`src/rtl/tc_pl_cap_pkg.sv`:
```
// Shared definitions for the capture sequencer: state encoding, CRC constants,
// gain-step limits and the address stride of one 16-bit sample.
package tc_pl_cap_pkg;

  typedef enum logic [1:0] {
    ST_IDLE   = 2'd0,
    ST_SETTLE = 2'd1,
    ST_CAPT   = 2'd2,
    ST_DONE   = 2'd3
  } cap_state_e;

  localparam logic [31:0] CRC_POLY  = 32'hEDB8_8320;
  localparam logic [31:0] CRC_INIT  = 32'hFFFF_FFFF;
  localparam int          NGAIN     = 4;
  localparam logic [31:0] ADDR_STEP = 32'd2;

  // Requested gain count above the hardware maximum is treated as the maximum.
  function automatic logic [2:0] clamp_ngain(input logic [2:0] n);
    return (n > 3'(NGAIN)) ? 3'(NGAIN) : n;
  endfunction

endpackage

```
`src/rtl/tc_pl_cap_crc16.sv`:
```
// Combinational next-state of the reflected CRC32 for one 16-bit word,
// data consumed LSB first.
module tc_pl_cap_crc16
  import tc_pl_cap_pkg::*;
(
  input  logic [31:0] i_crc,
  input  logic [15:0] i_data,
  output logic [31:0] o_crc
);

  logic [31:0] w_c;

  // Bit-serial LFSR unrolled across the 16 data bits
  always_comb begin
    w_c = i_crc;
    for (int i = 0; i < 16; i++) begin
      if (w_c[0] ^ i_data[i]) w_c = (w_c >> 1) ^ CRC_POLY;
      else                    w_c = w_c >> 1;
    end
    o_crc = w_c;
  end

endmodule

```
`src/rtl/tc_pl_cap_seq.sv`:
```
// Capture sequencer: on trigger, walks through up to NGAIN gain settings,
// settling before each and writing cycle x points samples per gain to memory,
// while accumulating a CRC32 and the elapsed clock count.
module tc_pl_cap_seq
  import tc_pl_cap_pkg::*;
#(
  parameter int DW = 16,
  parameter int AW = 32,
  parameter int CW = 18,
  parameter int PW = 14
) (
  input  logic          i_clk125,
  input  logic          i_rst,
  input  logic          i_cap_trig,
  input  logic [2:0]    i_cap_gain_number,
  input  logic [31:0]   i_cap_gain_del,
  input  logic [PW-1:0] i_cap_points,
  input  logic [AW-1:0] i_cap_addr,
  input  logic [CW-1:0] i_cap_gain0_cycle,
  input  logic [CW-1:0] i_cap_gain1_cycle,
  input  logic [CW-1:0] i_cap_gain2_cycle,
  input  logic [CW-1:0] i_cap_gain3_cycle,
  input  logic [DW-1:0] i_adc_data,
  input  logic          i_adc_valid,
  output logic [1:0]    o_gain_sel,
  output logic          o_wr_en,
  output logic [AW-1:0] o_wr_addr,
  output logic [DW-1:0] o_wr_data,
  output logic          o_cap_cing,
  output logic          o_cap_cmpt,
  output logic [31:0]   o_cap_crc32,
  output logic [31:0]   o_cap_time
);

  cap_state_e                r_state;
  logic [2:0]                r_ngain;
  logic [31:0]               r_del;
  logic [PW-1:0]             r_points;
  logic [NGAIN-1:0][CW-1:0]  r_cyc;
  logic [2:0]                r_g;
  logic [31:0]               r_cnt;
  logic [AW-1:0]             r_wptr;
  logic [31:0]               r_crc;

  logic [1:0]    r_gain_sel;
  logic          r_wr_en;
  logic [AW-1:0] r_wr_addr;
  logic [DW-1:0] r_wr_data;
  logic          r_cing;
  logic          r_cmpt;
  logic [31:0]   r_crc_out;
  logic [31:0]   r_time;

  logic [31:0] w_total;
  logic [31:0] w_crc_next;
  logic [2:0]  w_g_next;
  logic [2:0]  w_ngain_in;
  logic        w_wr;
  logic        w_capt_end;

  // Samples for the active gain; CW+PW fits exactly in 32 bits
  assign w_total    = 32'(r_cyc[r_g[1:0]]) * 32'(r_points);
  assign w_g_next   = r_g + 3'd1;
  assign w_ngain_in = clamp_ngain(i_cap_gain_number);
  assign w_wr       = i_adc_valid && (w_total != 32'd0);
  // Gain step finishes on its last sample, or at once when it has none
  assign w_capt_end = (w_total == 32'd0) || (w_wr && (r_cnt == w_total - 32'd1));

  tc_pl_cap_crc16 u_crc (
    .i_crc  (r_crc),
    .i_data (16'(i_adc_data)),
    .o_crc  (w_crc_next)
  );

  // Sequencer FSM with all outputs registered
  always_ff @(posedge i_clk125) begin
    if (i_rst) begin
      r_state    <= ST_IDLE;
      r_ngain    <= '0;
      r_del      <= '0;
      r_points   <= '0;
      r_cyc      <= '0;
      r_g        <= '0;
      r_cnt      <= '0;
      r_wptr     <= '0;
      r_crc      <= '0;
      r_gain_sel <= '0;
      r_wr_en    <= 1'b0;
      r_wr_addr  <= '0;
      r_wr_data  <= '0;
      r_cing     <= 1'b0;
      r_cmpt     <= 1'b0;
      r_crc_out  <= '0;
      r_time     <= '0;
    end else begin
      r_wr_en <= 1'b0;
      r_cmpt  <= 1'b0;
      if (r_cing && (r_time != 32'hFFFF_FFFF)) r_time <= r_time + 32'd1;
      case (r_state)
        ST_IDLE: begin
          if (i_cap_trig) begin
            r_ngain   <= w_ngain_in;
            r_del     <= i_cap_gain_del;
            r_points  <= i_cap_points;
            r_cyc     <= {i_cap_gain3_cycle, i_cap_gain2_cycle,
                          i_cap_gain1_cycle, i_cap_gain0_cycle};
            r_g       <= '0;
            r_cnt     <= '0;
            r_crc     <= CRC_INIT;
            r_time    <= 32'd1;
            r_cing    <= 1'b1;
            r_wptr    <= i_cap_addr;
            r_wr_addr <= i_cap_addr;
            r_state   <= (w_ngain_in == 3'd0) ? ST_DONE : ST_SETTLE;
          end
        end
        ST_SETTLE: begin
          // Zero delay still spends one cycle here
          r_gain_sel <= r_g[1:0];
          if (r_cnt + 32'd1 >= r_del) begin
            r_cnt   <= '0;
            r_state <= ST_CAPT;
          end else begin
            r_cnt <= r_cnt + 32'd1;
          end
        end
        ST_CAPT: begin
          if (w_wr) begin
            r_wr_en   <= 1'b1;
            r_wr_data <= i_adc_data;
            r_wr_addr <= r_wptr;
            r_wptr    <= r_wptr + AW'(ADDR_STEP);
            r_crc     <= w_crc_next;
          end
          if (w_capt_end) begin
            r_g     <= w_g_next;
            r_cnt   <= '0;
            r_state <= (w_g_next == r_ngain) ? ST_DONE : ST_SETTLE;
          end else if (w_wr) begin
            r_cnt <= r_cnt + 32'd1;
          end
        end
        ST_DONE: begin
          r_crc_out <= ~r_crc;
          r_cmpt    <= 1'b1;
          r_cing    <= 1'b0;
          r_state   <= ST_IDLE;
        end
        default: r_state <= ST_IDLE;
      endcase
    end
  end

  assign o_gain_sel  = r_gain_sel;
  assign o_wr_en     = r_wr_en;
  assign o_wr_addr   = r_wr_addr;
  assign o_wr_data   = r_wr_data;
  assign o_cap_cing  = r_cing;
  assign o_cap_cmpt  = r_cmpt;
  assign o_cap_crc32 = r_crc_out;
  assign o_cap_time  = r_time;

endmodule

```
`config.mk`:
```
export PLATFORM = sky130hd
export DESIGN_NAME = tc_pl_cap_seq
export DESIGN_NICKNAME = d
export VERILOG_FILES = /design/src/rtl/tc_pl_cap_pkg.sv /design/src/rtl/tc_pl_cap_crc16.sv /design/src/rtl/tc_pl_cap_seq.sv
export SDC_FILE = /design/constraint.sdc
export NUM_CORES = 1
export LEC_CHECK = 0
export CORE_MARGIN = 2
export CORE_UTILIZATION = 40
export CTS_CLUSTER_SIZE = 12
export DETAILED_ROUTE_END_ITERATION = 8
export PLACE_DENSITY = 0.58
export REMOVE_ABC_BUFFERS = 1
export SYNTH_ARGS = -nofsm -noshare
export SYNTH_HDL_FRONTEND = slang
export SYNTH_HIERARCHICAL = 1
export SYNTH_SLANG_ARGS = --single-unit
```
`constraint.sdc`:
```
create_clock -name i_clk125 -period 17.1 [get_ports i_clk125]
set_input_delay 3.42 -clock i_clk125 [delete_from_list [all_inputs] [get_ports i_clk125]]
set_output_delay 3.42 -clock i_clk125 [all_outputs]
set_load 0.005 [all_outputs]
```
Word-level counts from Yosys, hierarchy flattened
Cells that the tools add are included.
{ "op_classes": {"n_mux": 48, "n_lt_le_gt_ge": 3, "bitwise": 34, "n_addsub": 5, "n_eq_ne": 11, "reduce_logical": 19, "n_mul": 1} }
{ "op_table": {"columns": ["op", "n"], "rows": [
  ["$mux W32", 28],
  ["$not A13 Y14", 16],
  ["$pmux W32 S2", 3],
  ["$pmux W32 S3", 1],
  ["$add A32 B1 Y32 const B", 2],
  ["$bmux W18 S2", 1],
  ["$add A32 B2 Y32 const B", 1],
  ["$eq A32 B32 Y1", 1],
  ["$ge A32 B32 Y1", 1],
  ["$logic_not A32 Y1", 1],
  ["$mul A18 B14 Y32", 1],
  ["$ne A32 B32 Y1 const B", 1],
  ["$not A32 Y32", 1],
  ["$reduce_bool A32 Y1", 1],
  ["$sub A32 B1 Y32 const B", 1],
  ["$mux W18", 1],
  ["$xor A1 B1 Y1", 16],
  ["$reduce_and A3 Y1", 4],
  ["$mux W2", 5],
  ["$mux W3", 3],
  ["$ne A2 B2 Y1 const B", 4],
  ["$pmux W2 S4", 1],
  ["$pmux W3 S2", 1],
  ["$reduce_and A2 Y1", 3],
  ["other kinds (17)", 23]
]} }
{ "word_totals": {"output_inout_bits": 117, "regBits": 339} }

Logic depth before layout (Yosys ltp)
Gate-level depths: netlist (run 1).
{ "logic_depth": {"ltp_word": 34, "mapped_depth": 36, "depth_no_buf": 29} }

Modules after synthesis
Netlist (run 1), hierarchy kept.
{ "modules_own_cells": {"columns": ["module", "area_each_um2", "instances", "cells_each", "seq_area_each_um2"], "rows": [
  ["tc_pl_cap_seq", 25374.3, 1, 3054, 6786.5],
  ["tc_pl_cap_crc16", 1642.8, 1, 137, 0.0]
]} }

Worst setup path before layout (run 1)
OpenSTA, ideal clock, no wires.
{ "synth_timing": {"kind": "reg2reg", "start": "reg r_g[0]", "end": "reg r_g[2]", "stages_incl_launch_ff": 30, "path_slack_ns": 7.700, "arrival_time_ns": 9.268, "path_cell_list": "dfxtp_1 -> clkbuf_1 -> buf_1 -> clkbuf_1 -> mux4_2 -> and2_1 -> fa_1 -> inv_1 -> fa_1 -> fa_1 -> fa_1 -> fa_1 -> fa_1 -> inv_1 -> ha_1 -> clkbuf_1 -> a21oi_1 -> o21ai_1 -> o31a_1 -> or3_1 -> o31ai_1 -> o211ai_1 -> or4_1 -> buf_2 -> or4_4 -> o211ai_2 -> nand4_2 -> a2111oi_4 -> o221a_2 -> o311ai_1"} }
{ "synth_between": {"elab_chain_len": 9, "word_cells_on_any_way": 15, "classes_between": "add/sub (2); mul (1); eq/ne (2); mux (4); reduce/logical (6)"} }
{ "synth_lines": {"columns": ["element", "line", "text"], "rows": [
  ["start, declared", "tc_pl_cap_seq.sv:40", "logic [2:0] r_g;"],
  ["start signal, assigned", "tc_pl_cap_seq.sv:136", "r_g <= w_g_next;"],
  ["$bmux W18 S2", "tc_pl_cap_seq.sv:62", "assign w_total = 32'(r_cyc[r_g[1:0]]) * 32'(r_points);"],
  ["$mux W18 (implied by the code)", "tc_pl_cap_seq.sv:62", null],
  ["$mul A18 B14 Y32", "tc_pl_cap_seq.sv:62", null],
  ["$sub A32 B1 Y32 or $reduce_bool A32 Y1 (tied branches)", "tc_pl_cap_seq.sv:67, tc_pl_cap_seq.sv:65", null],
  ["$eq A32 B32 Y1 or $logic_and A1 B1 Y1 (tied branches)", "tc_pl_cap_seq.sv:67, tc_pl_cap_seq.sv:65", null],
  ["$logic_and A1 B1 Y1", "tc_pl_cap_seq.sv:67", "assign w_capt_end = (w_total == 32'd0) || (w_wr && (r_cnt == w_total - 32'd1));"],
  ["$logic_or A1 B1 Y1", "tc_pl_cap_seq.sv:67", null],
  ["$ne A2 B2 Y1 (no line)", null, null],
  ["$reduce_and A3 Y1 (no line)", null, null]
]} }
Parallel ways exist; a longest one is shown, timed or not. The select of a mux whose other input is x is not followed.
A chain may end at the register's enable or synchronous reset.

Final worst setup path (run 1)
{ "layout_timing": {"start": "reg r_g[0]", "end": "reg r_cnt[4]"} }
{ "layout_between": {"elab_chain_len": 9, "word_cells_on_any_way": 14, "classes_between": "add/sub (1); mul (1); eq/ne (2); mux (4); reduce/logical (6)"} }
{ "layout_lines": {"columns": ["element", "line", "text"], "rows": [
  ["$bmux W18 S2 *", "tc_pl_cap_seq.sv:62", null],
  ["$mux W18 (implied by the code) *", "tc_pl_cap_seq.sv:62", null],
  ["$mul A18 B14 Y32 *", "tc_pl_cap_seq.sv:62", null],
  ["$sub A32 B1 Y32 or $reduce_bool A32 Y1 (tied branches)", "tc_pl_cap_seq.sv:67, tc_pl_cap_seq.sv:65", null],
  ["$eq A32 B32 Y1 or $logic_and A1 B1 Y1 (tied branches)", "tc_pl_cap_seq.sv:67, tc_pl_cap_seq.sv:65", null],
  ["$logic_and A1 B1 Y1", "tc_pl_cap_seq.sv:67", null],
  ["$logic_or A1 B1 Y1", "tc_pl_cap_seq.sv:67", null],
  ["$ne A3 B3 Y1 (no line) or $mux W32 (tied branches)", null, null],
  ["$reduce_and A3 Y1 (no line) or $pmux W32 S3 (tied branches)", null, null],
  ["end signal, assigned", "tc_pl_cap_seq.sv:124", "r_cnt <= r_cnt + 32'd1;"],
  ["end signal, assigned", "tc_pl_cap_seq.sv:140", "r_cnt <= r_cnt + 32'd1;"],
  ["end, declared", "tc_pl_cap_seq.sv:41", "logic [31:0] r_cnt;"]
]} }
Mark *: on every way between the ends. The rest lies on a longest branch, timed or not. The select of a mux whose other input is x is not followed.

==> qor.yml, run 1 <==
tightest_slew_ns: 1.32
track_usage: 0.212
synth_area_mm2: 0.0270
synthesis.instances: 3191
drv_cap: 0
wl_per_cell_um: 17.5
critPathKind: "reg2reg"
layout.area.seq_mm2: 0.00679
place_ws_ns: 6.20
rows: 95
die_w_um: 264
rr_startpoint: "r_g[0]"
post-route-min-period_ns: 10.96
grt_pass1_wl_um: 121000
clk_latency_ns: 0.58
max_clock_freq_mhz: 91.2
final_cell_mix: "nand2_1, dfxtp_1, clkdlybuf4s50_1, inv_1, nor2_1"
ys_seq_area_frac: 0.251
dr_wl_met3_um: 3500
grt_pass1_vias: 23175
synth_cell_type_count: 99
die-area_mm2: 0.0696
max-vdd-ir-drop_uv: 140
reg2reg_slack_ns: 6.14
antenna_found_initial: 3
skew_ns: 0.0195
cts-root-buf: "clkbuf_16"
fp.dieH_um: 264
p_per_area_mw_per_mm2: 160
via_count: 22573
drive_gt1_frac: 0.0529
post-dp-hpwl_um: 56300
synthArstFlopShare: 0
viasPerCell: 5.32
start_util: 0.403
r2r_cells: 25
dp_cells: 4163
io_buffers: 289
crit_start: "r_g[0]"
fin_nets: 3832
rsz0062_at_grt: "false"
drv_slew: 0
met1_length_um: 32400
finalPower_w: 0.00507
required_ns: 17.55
top_layer_used: "met5"
wl_met2_um: 37000
status: "complete, no violations"
wl_um: 74400
synth-edff-count: 0
cts_made_buffers: 41
nFillCells: 6544
areaGrowthSynthToFinish_pct: 17.1
clock-sinks: 339
finalSetupTns_ns: 0
instances_no_fill: 4241
overflow: 0
ctsHoldBuffers: 0
critPathCapture: "r_cnt[4]"
r2r-end: "r_cnt[4]"
path_max_fanout: 24
design.core.area_mm2: 0.0670
postCtsResizedCells: 0
drtIter0Drc: 1119
ioPinCount: 290
post-route-period-util: 0.641
yosys-top-cells-area: "dfxtp_1, fa_1, nand2_1"
setup_viol: 0
max_slew_margin: 0.114
fin_ws_ns: 6.14
multiInputGateArea_mm2: 0.0185
syn_area_per_cell_um2: 8.47
layout_commonest_cell: "nand2_1"
clkTransAtPathRegs_ns: 0.06
gp_congestion: 0.875
p_leak_nw: 12.1
drc_errors: 0
cts_max_level: 2
cp-start-kind: "flop"
cp-end-kind: "flop"
hold_viol: 0
tritoncts: "done"
ys_warn_count: 6
netlist.area_leader.share: 0.251
ys_ff_latch: 339
worstHoldPathType: "reg2reg"
drt_first_pass_iters: 7
ys.flop_type: "dfxtp_1"
clockBufferDepth: 3
yosysTopAreaCell: "dfxtp_1"
critPathArrivalTime_ns: 11.41
grt_max_degree: 105
post_cts_buffers: 0
ant_nets: 0
## flip-flops by register name, summed over array words and instances, names as in the netlist
signal	count
r_cyc	72
o_cap_crc32	32
o_cap_time	32
o_wr_addr	32
r_cnt	32
r_crc	32
r_del	32
r_wptr	32
o_wr_data	16
r_points	14
r_g	3
r_ngain	3
o_gain_sel	2
r_state	2
o_cap_cing	1
o_cap_cmpt	1
o_wr_en	1
## per-layer routing
metal  global-route usage  up-vias
li1                     -    10996
met1                0.268    11023
met2                0.372      454
met3               0.0360       96
met4               0.0561        4
met5                    0        -
## kinds of logic (layout without fill, tap and decap cells)
kind of cell / after synthesis / in the layout / synth area share
DFF: 339 / 339 / 0.251
and+or+nand+nor: 1201 / 1201 / 0.208
AOI/OAI and AO/OA: 553 / 553 / 0.135
xor gates and xnor gates: 255 / 255 / 0.102
other: 0 / 3 / 0
adders and majority gates: 326 / 326 / 0.203
buffers and inverters: 443 / 617 / 0.0655
muxes: 74 / 74 / 0.0354
## worst min-delay path by stage
stage	to	cells after the start	from
after CTS	r_cyc[45]	2	r_cyc[45]
final	r_cyc[24]	2	r_cyc[24]
after global placement	r_cyc[4]	2	r_cyc[4]
after global routing	r_cyc[24]	2	r_cyc[24]
after detailed placement	r_cyc[45]	2	r_cyc[45]
after floorplan	r_cyc[0]	2	r_cyc[0]
## worst max-delay path, cell delays in order (launching register included)
cell and delay, ns:
dfxtp_2 0.95, mux2_1 0.28, nor2_1 0.05, a21oi_1 0.80
nand2_1 0.16, fa_1 0.54, fa_1 0.44, fa_1 0.52
fa_1 0.43, fa_1 0.40, fa_1 0.52, inv_1 0.04
ha_1 0.46, a21oi_1 0.13, o21ai_0 0.50, o21ai_0 0.18
a21oi_1 0.27, nor2_1 0.12, nor4_1 0.81, nand2_1 0.37
o311ai_0 0.54, o211ai_2 0.18, o31a_2 0.16, a31oi_2 0.85
nand2b_1 0.62, o311ai_0 0.49
## final cells by class
type / count / area share
diodes: 3 / 0.000237
clock buffers: 58 / 0.0380
clock inverters: 17 / 0.00459
inverters: 241 / 0.0286
multi-input cells: 2409 / 0.585
flip-flops and latches: 339 / 0.215
well taps: 873 / 0.0345
repair buffers: 301 / 0.0945
## metrics by stage
step	utilization	area, um2	hold WS [ns]
finish	0.472	31600	0.451
global route	0.472	31600	0.473
CTS	0.472	31600	0.452
detailed placement	0.452	30300	0.444
global placement	0.452	30300	0.442
floorplan	-	26200	0.426
## report_power, final
part | switching [W] | total (W) | leakage [nW] | internal, W
registers | 0.000169 | 0.00112 | 2.78 | 0.000954
logic | 0.00168 | 0.00308 | 8.68 | 0.00139
clock network | 0.000364 | 0.000872 | 0.672 | 0.000507
total | 0.00222 | 0.00507 | 12.1 | 0.00285
## cells in the mapped netlist (10+ instances only)
cell / number
nor3_1: 62
nand2_1: 515
a21o_1: 24
nand4_1: 29
and3_1: 25
or2_2: 11
and4_1: 11
mux2i_1: 54
nand2b_1: 12
xnor2_1: 157
o211ai_1: 10
nor2_1: 221
a22o_1: 14
inv_1: 241
nor2b_1: 29
o21ai_0: 81
buf_2: 14
o311ai_0: 18
a21oi_1: 210
buf_1: 14
nand3_1: 80
or3_1: 18
ha_1: 137
or4_1: 10
xor2_1: 60
nor4_1: 13
dfxtp_1: 339
mux4_2: 17
clkbuf_1: 164
a211oi_1: 85
and2_1: 136
fa_1: 189
Note: power is estimated with default switching activity, not from simulation.
==> run 2: changes to the inputs <==
==> constraint.sdc (replaced) <==
create_clock -name i_clk125 -period 11.3 [get_ports i_clk125]
set_input_delay 2.26 -clock i_clk125 [delete_from_list [all_inputs] [get_ports i_clk125]]
set_output_delay 2.26 -clock i_clk125 [all_outputs]
set_load 0.005 [all_outputs]
==> qor.yml, run 2 (synthesis results as in run 1) <==
drv_slew: 0  # unchanged
r2r-end: "r_crc[26]"
hold_path.startpoint: "r_cyc[19]"
clock-sinks: 339  # unchanged
die-area_mm2: 0.0696  # unchanged
rows: 95  # unchanged
antenna_found_initial: 5  # +2
cts_made_buffers: 43  # +4.9%
setup_viol: 0  # unchanged
ioPinCount: 290  # unchanged
clkPwrFrac: 0.185  # +0.013
p_leak_nw: 12.2  # +0.83%
areaGrowthSynthToFinish_pct: 17.9
r2r_cells: 25  # unchanged
regMostFlops: "r_cyc"
skew_ns: 0.0284  # +0.00885 ns
largest_reg_flops: 72  # unchanged
critPathKind: "reg2reg"
hold_path_end: "r_cyc[19]"
max-vdd-ir-drop_uv: 256  # +83%
die_w_um: 264  # unchanged
crit_start: "r_g[0]"
fp.dieH_um: 264  # unchanged
viasPerCell: 5.32  # about the same
critPathArrivalTime_ns: 10.38  # -1.03 ns
ant_nets: 0  # unchanged
ctsHoldBuffers: 0  # unchanged
post-route-period-util: 0.877  # +0.235
cts-root-buf: "clkbuf_16"
cts_max_level: 2  # unchanged
max_slew_margin: 0.213  # +0.0990
place_area_mm2: 0.0303  # +0.18%
status: "complete, no violations"
fin_nets: 3838  # +0.16%
required_ns: 11.77  # -5.78 ns
final_cell_mix: "nand2_1, dfxtp_1, clkdlybuf4s50_1, inv_1, nor2_1"
cp-start-kind: "flop"
track_usage: 0.215  # +0.00320
post_cts_buffers: 0  # unchanged
grt_pass1_vias: 23241  # +0.28%
wl_um: 75000  # +0.87%
design.core.area_mm2: 0.0670  # unchanged
drt_first_pass_iters: 7  # unchanged
final_area_mm2: 0.0318  # +0.68%
utilization: 0.475  # +0.00319
p_int_w: 0.00448  # +57%
dp_cells: 4167  # +0.096%
rsz0062_at_grt: "false"
whs_ns: 0.453  # +0.00247 ns
p_per_area_mw_per_mm2: 248  # +55%
gp_congestion: 0.889  # +1.5%
reg2reg_slack_ns: 1.39  # -4.74 ns
hold_depth: 2  # unchanged
post-dp-hpwl_um: 56100  # -0.36%
drive_gt1_frac: 0.0549  # +0.00198
grt_max_degree: 116  # +10%
tightest_slew_ns: 1.18  # -0.142 ns
drtIter0Drc: 1207  # +7.9%
switching_share: 0.433  # -0.00435
postCtsResizedCells: 0  # unchanged
tritoncts: "done"
post-route-min-period_ns: 9.91  # -1.06 ns
via_count: 22587  # +0.062%
clockBufferDepth: 3  # unchanged
overflow: 0  # unchanged
p_switching_w: 0.00342  # +54%
seqPwrFrac: 0.216  # -0.005
grt_pass1_wl_um: 123000  # +0.94%
finalPower_w: 0.00789  # +56%
max_clock_freq_mhz: 101  # +11%
layout_commonest_cell: "nand2_1"
io_buffers: 289  # unchanged
p_comb_frac: 0.599  # -0.008
clkTransAtPathRegs_ns: 0.06  # about the same
drv_cap: 0  # unchanged
wl_per_cell_um: 17.7  # +0.72%
instances_no_fill: 4247  # +0.14%
nFillCells: 6544  # unchanged
start_util: 0.403  # unchanged
worstHoldPathType: "reg2reg"
path_max_fanout: 29  # +21%
clk_latency_ns: 0.59  # about the same
hold_viol: 0  # unchanged
cp-end-kind: "flop"
drc_errors: 0  # unchanged
rr_startpoint: "r_g[0]"
[run 2: routing by layer]
metal	share of wire	GRT usage
met3	0.046	0.0368
met1	0.44	0.276
met4	0.024	0.0627
met5	0.00036	0
met2	0.49	0.370
[run 2: worst max-delay path, cell delays in order (launching register included)]
cell and delay (ns):
dfxtp_2 0.96, mux4_2 0.77, and2_1 0.24, fa_1 0.54
inv_1 0.06, fa_1 0.55, fa_1 0.44, fa_1 0.52
fa_1 0.43, fa_1 0.49, inv_1 0.04, ha_1 0.37
a21oi_1 0.24, o21ai_1 0.17, o31a_1 0.26, or3_1 0.46
o31ai_1 0.44, o211ai_1 0.16, or4_1 0.53, or2_2 0.37
o211ai_1 0.46, buf_4 0.39, or3_1 0.21, buf_4 0.33
nor2_1 0.07, a211oi_1 0.24
[run 2: power by group through the flow]
stage                     registers, W  clock network (W)  logic (W)
after global routing           0.00174            0.00155    0.00517
after CTS                      0.00170            0.00150    0.00474
after floorplan                0.00164                  0    0.00362
final                          0.00170            0.00146    0.00473
after detailed placement       0.00172                  0    0.00470
after global placement         0.00172                  0    0.00469
[run 2: metrics by stage]
step | setup TNS, ns | setup slack, ns
2_1_floorplan | -72.72 | -1.26
3_3_place_gp | 0 | 1.58
3_5_place_dp | 0 | 1.39
4_1_cts | 0 | 1.35
5_1_grt | 0 | 0.782
6_report | 0 | 1.39
[run 2: area by class of cell]
class                           count  area (um2)  share of cell area
Timing Repair Buffer              305        3040              0.0956
Multi-Input combinational cell   2409       18500               0.581
Antenna cell                        3        7.51            0.000236
Inverter                          241         905              0.0284
Tap cell                          873        1090              0.0343
Clock buffer                       61        1260              0.0397
Clock inverter                     16         236             0.00743
Sequential cell                   339        6790               0.213
[run 2: worst max-delay path by stage]
stage / cells past startpoint / slack (ns) / endpoint
finish: 25 / 1.39 / r_crc[26]
global route: 25 / 0.78 / r_crc[17]
CTS: 25 / 1.35 / r_crc[17]
detailed placement: 25 / 1.39 / r_crc[17]
global placement: 25 / 1.58 / r_crc[12]
floorplan: 24 / -1.26 / r_wptr[13]
==> run 3: changes to the inputs <==
--- a/config.mk
+++ b/config.mk
@@ -5,12 +5,14 @@
 export SDC_FILE = /design/constraint.sdc
 export NUM_CORES = 1
 export LEC_CHECK = 0
+export CAP_MARGIN = 20
 export CORE_MARGIN = 2
 export CORE_UTILIZATION = 40
 export CTS_CLUSTER_SIZE = 12
 export DETAILED_ROUTE_END_ITERATION = 8
 export PLACE_DENSITY = 0.58
 export REMOVE_ABC_BUFFERS = 1
+export SLEW_MARGIN = 10
 export SYNTH_ARGS = -nofsm -noshare
 export SYNTH_HDL_FRONTEND = slang
 export SYNTH_HIERARCHICAL = 1
==> qor.yml, run 3 (synthesis results as in run 1) <==
antenna_found_initial: 6  # +1
drv_slew: 0  # unchanged
fin_ws_ns: 1.36  # -0.0343 ns
io_buffers: 289  # unchanged
gp_congestion: 0.889  # unchanged
largest_reg_flops: 72  # unchanged
path_max_fanout: 29  # unchanged
finalPower_w: 0.00797  # +0.91%
p_switching_w: 0.00342  # +0.10%
grt_max_degree: 116  # unchanged
finalSetupTns_ns: 0  # unchanged
grt_pass1_vias: 23178  # -0.27%
drc_errors: 0  # unchanged
post_cts_buffers: 0  # unchanged
clkTransAtPathRegs_ns: 0.06  # about the same
regMostFlops: "r_cyc"
rsz0062_at_grt: "false"
rows: 95  # unchanged
drive_gt1_frac: 0.0560  # +0.00114
wl_per_cell_um: 17.6  # -0.30%
die_w_um: 264  # unchanged
overflow: 0  # unchanged
ant_nets: 0  # unchanged
max_clock_freq_mhz: 101  # -0.35%
max-vdd-ir-drop_uv: 281  # +9.7%
critPathKind: "reg2reg"
tightest_slew_ns: 1.05  # -0.134 ns
start_util: 0.403  # unchanged
via_count: 22579  # -0.035%
die-area_mm2: 0.0696  # unchanged
seqPwrFrac: 0.214  # -0.002
p_comb_frac: 0.595  # -0.004
cts_max_level: 2  # unchanged
areaGrowthSynthToFinish_pct: 18.3
clockBufferDepth: 3  # unchanged
post-route-period-util: 0.880  # +0.00304
required_ns: 11.78  # about the same
postCtsResizedCells: 0  # unchanged
worstHoldPathType: "reg2reg"
fp.dieH_um: 264  # unchanged
viasPerCell: 5.31  # -0.11%
setup_viol: 0  # unchanged
ctsHoldBuffers: 0  # unchanged
skew_ns: 0.0146  # -0.0138 ns
drtIter0Drc: 1110  # -8.0%
design.core.area_mm2: 0.0670  # unchanged
post-route-min-period_ns: 9.94  # +0.0343 ns
tritoncts: "done"
p_int_w: 0.00454  # +1.5%
drv_cap: 0  # unchanged
cp-start-kind: "flop"
critPathArrivalTime_ns: 10.43  # +0.05 ns
layout_commonest_cell: "nand2_1"
switching_share: 0.430  # -0.00346
track_usage: 0.213  # -0.00162
clk_latency_ns: 0.58  # about the same
cts-root-buf: "clkbuf_16"
grt_pass1_wl_um: 122000  # -0.42%
ioPinCount: 290  # unchanged
final_cell_mix: "nand2_1, dfxtp_1, clkdlybuf4s50_1, inv_1, nor2_1"
p_per_area_mw_per_mm2: 249  # +0.52%
wl_um: 74800  # -0.23%
hold_viol: 0  # unchanged
clkPwrFrac: 0.192  # +0.007
cp-end-kind: "flop"
status: "complete, no violations"
p_leak_nw: 12.3  # +0.44%
max_slew_margin: 0.303  # +0.0895
post-dp-hpwl_um: 56100  # about the same
whs_ns: 0.453  # +0.000194 ns
cts_made_buffers: 42  # -2.3%
fin_nets: 3839  # +0.026%
place_ws_ns: 1.42  # +0.0359 ns
drt_first_pass_iters: 8  # +1
clock-sinks: 339  # unchanged
-- run 3: changes by cell type in the layout (fill, tap and decap cells not counted) --
cell	change
bufinv_16	+3
clkbuf_8	-2
buf_16	+1
buf_8	+1
clkinv_16	+1
clkinv_4	-1
nand2b_1	-1
nand2b_2	+1
nor2b_2	+1
nor2b_4	-1
-- run 3: critical path, stage by stage (launching register included) --
cell	delay (ns)
dfxtp_2	0.96
mux4_2	0.78
and2_1	0.24
fa_1	0.53
inv_1	0.06
fa_1	0.54
fa_1	0.44
fa_1	0.52
fa_1	0.43
fa_1	0.49
inv_1	0.04
ha_1	0.37
a21oi_1	0.24
o21ai_1	0.16
o31a_1	0.26
or3_1	0.47
o31ai_1	0.44
o211ai_1	0.16
or4_1	0.53
or2_2	0.37
o211ai_1	0.47
buf_4	0.40
or3_1	0.22
buf_4	0.33
nor2_1	0.09
a211oi_1	0.23
-- run 3: path summary, 6_finish.rpt --
check,slack (ns),start,to,cells past startpoint
worst max register to register,1.36,r_g[0],r_crc[17],25
worst min-delay path,0.45,r_cyc[58],r_cyc[58],2
worst max-delay path,1.36,r_g[0],r_crc[17],25
worst min register to register,0.45,r_cyc[58],r_cyc[58],2
-- run 3: layout make-up --
type,count,area [um2]
Antenna cell,3,7.51
Clock buffer,59,1240
Clock inverter,19,348
Fill cell,6571,35100
Inverter,241,905
Multi-Input combinational cell,2409,18500
Sequential cell,339,6790
Tap cell,873,1090
Timing Repair Buffer,307,3090
-- run 3: power by group through the flow --
| stage | Clock [W] | Combinational, W | Sequential, W |
|---|---|---|---|
| finish | 0.00153 | 0.00474 | 0.00170 |
| floorplan | 0 | 0.00362 | 0.00164 |
| CTS | 0.00157 | 0.00474 | 0.00170 |
| detailed placement | 0 | 0.00470 | 0.00172 |
| global route | 0.00162 | 0.00520 | 0.00174 |
| global placement | 0 | 0.00469 | 0.00172 |
-- run 3: per-stage QoR --
step	utilization	cells	cell area (um2)
2_1_floorplan	-	2989	26200
3_3_place_gp	0.452	4167	30300
3_5_place_dp	0.453	4168	30300
4_1_cts	0.476	4246	31900
5_1_grt	0.477	4250	32000
6_report	0.477	4250	32000
-- run 3: routing by layer --
layer  track usage  wire, um
met4        0.0597      1720
met1         0.273     32800
met5             0        37
met2         0.370     36800
met3        0.0366      3500
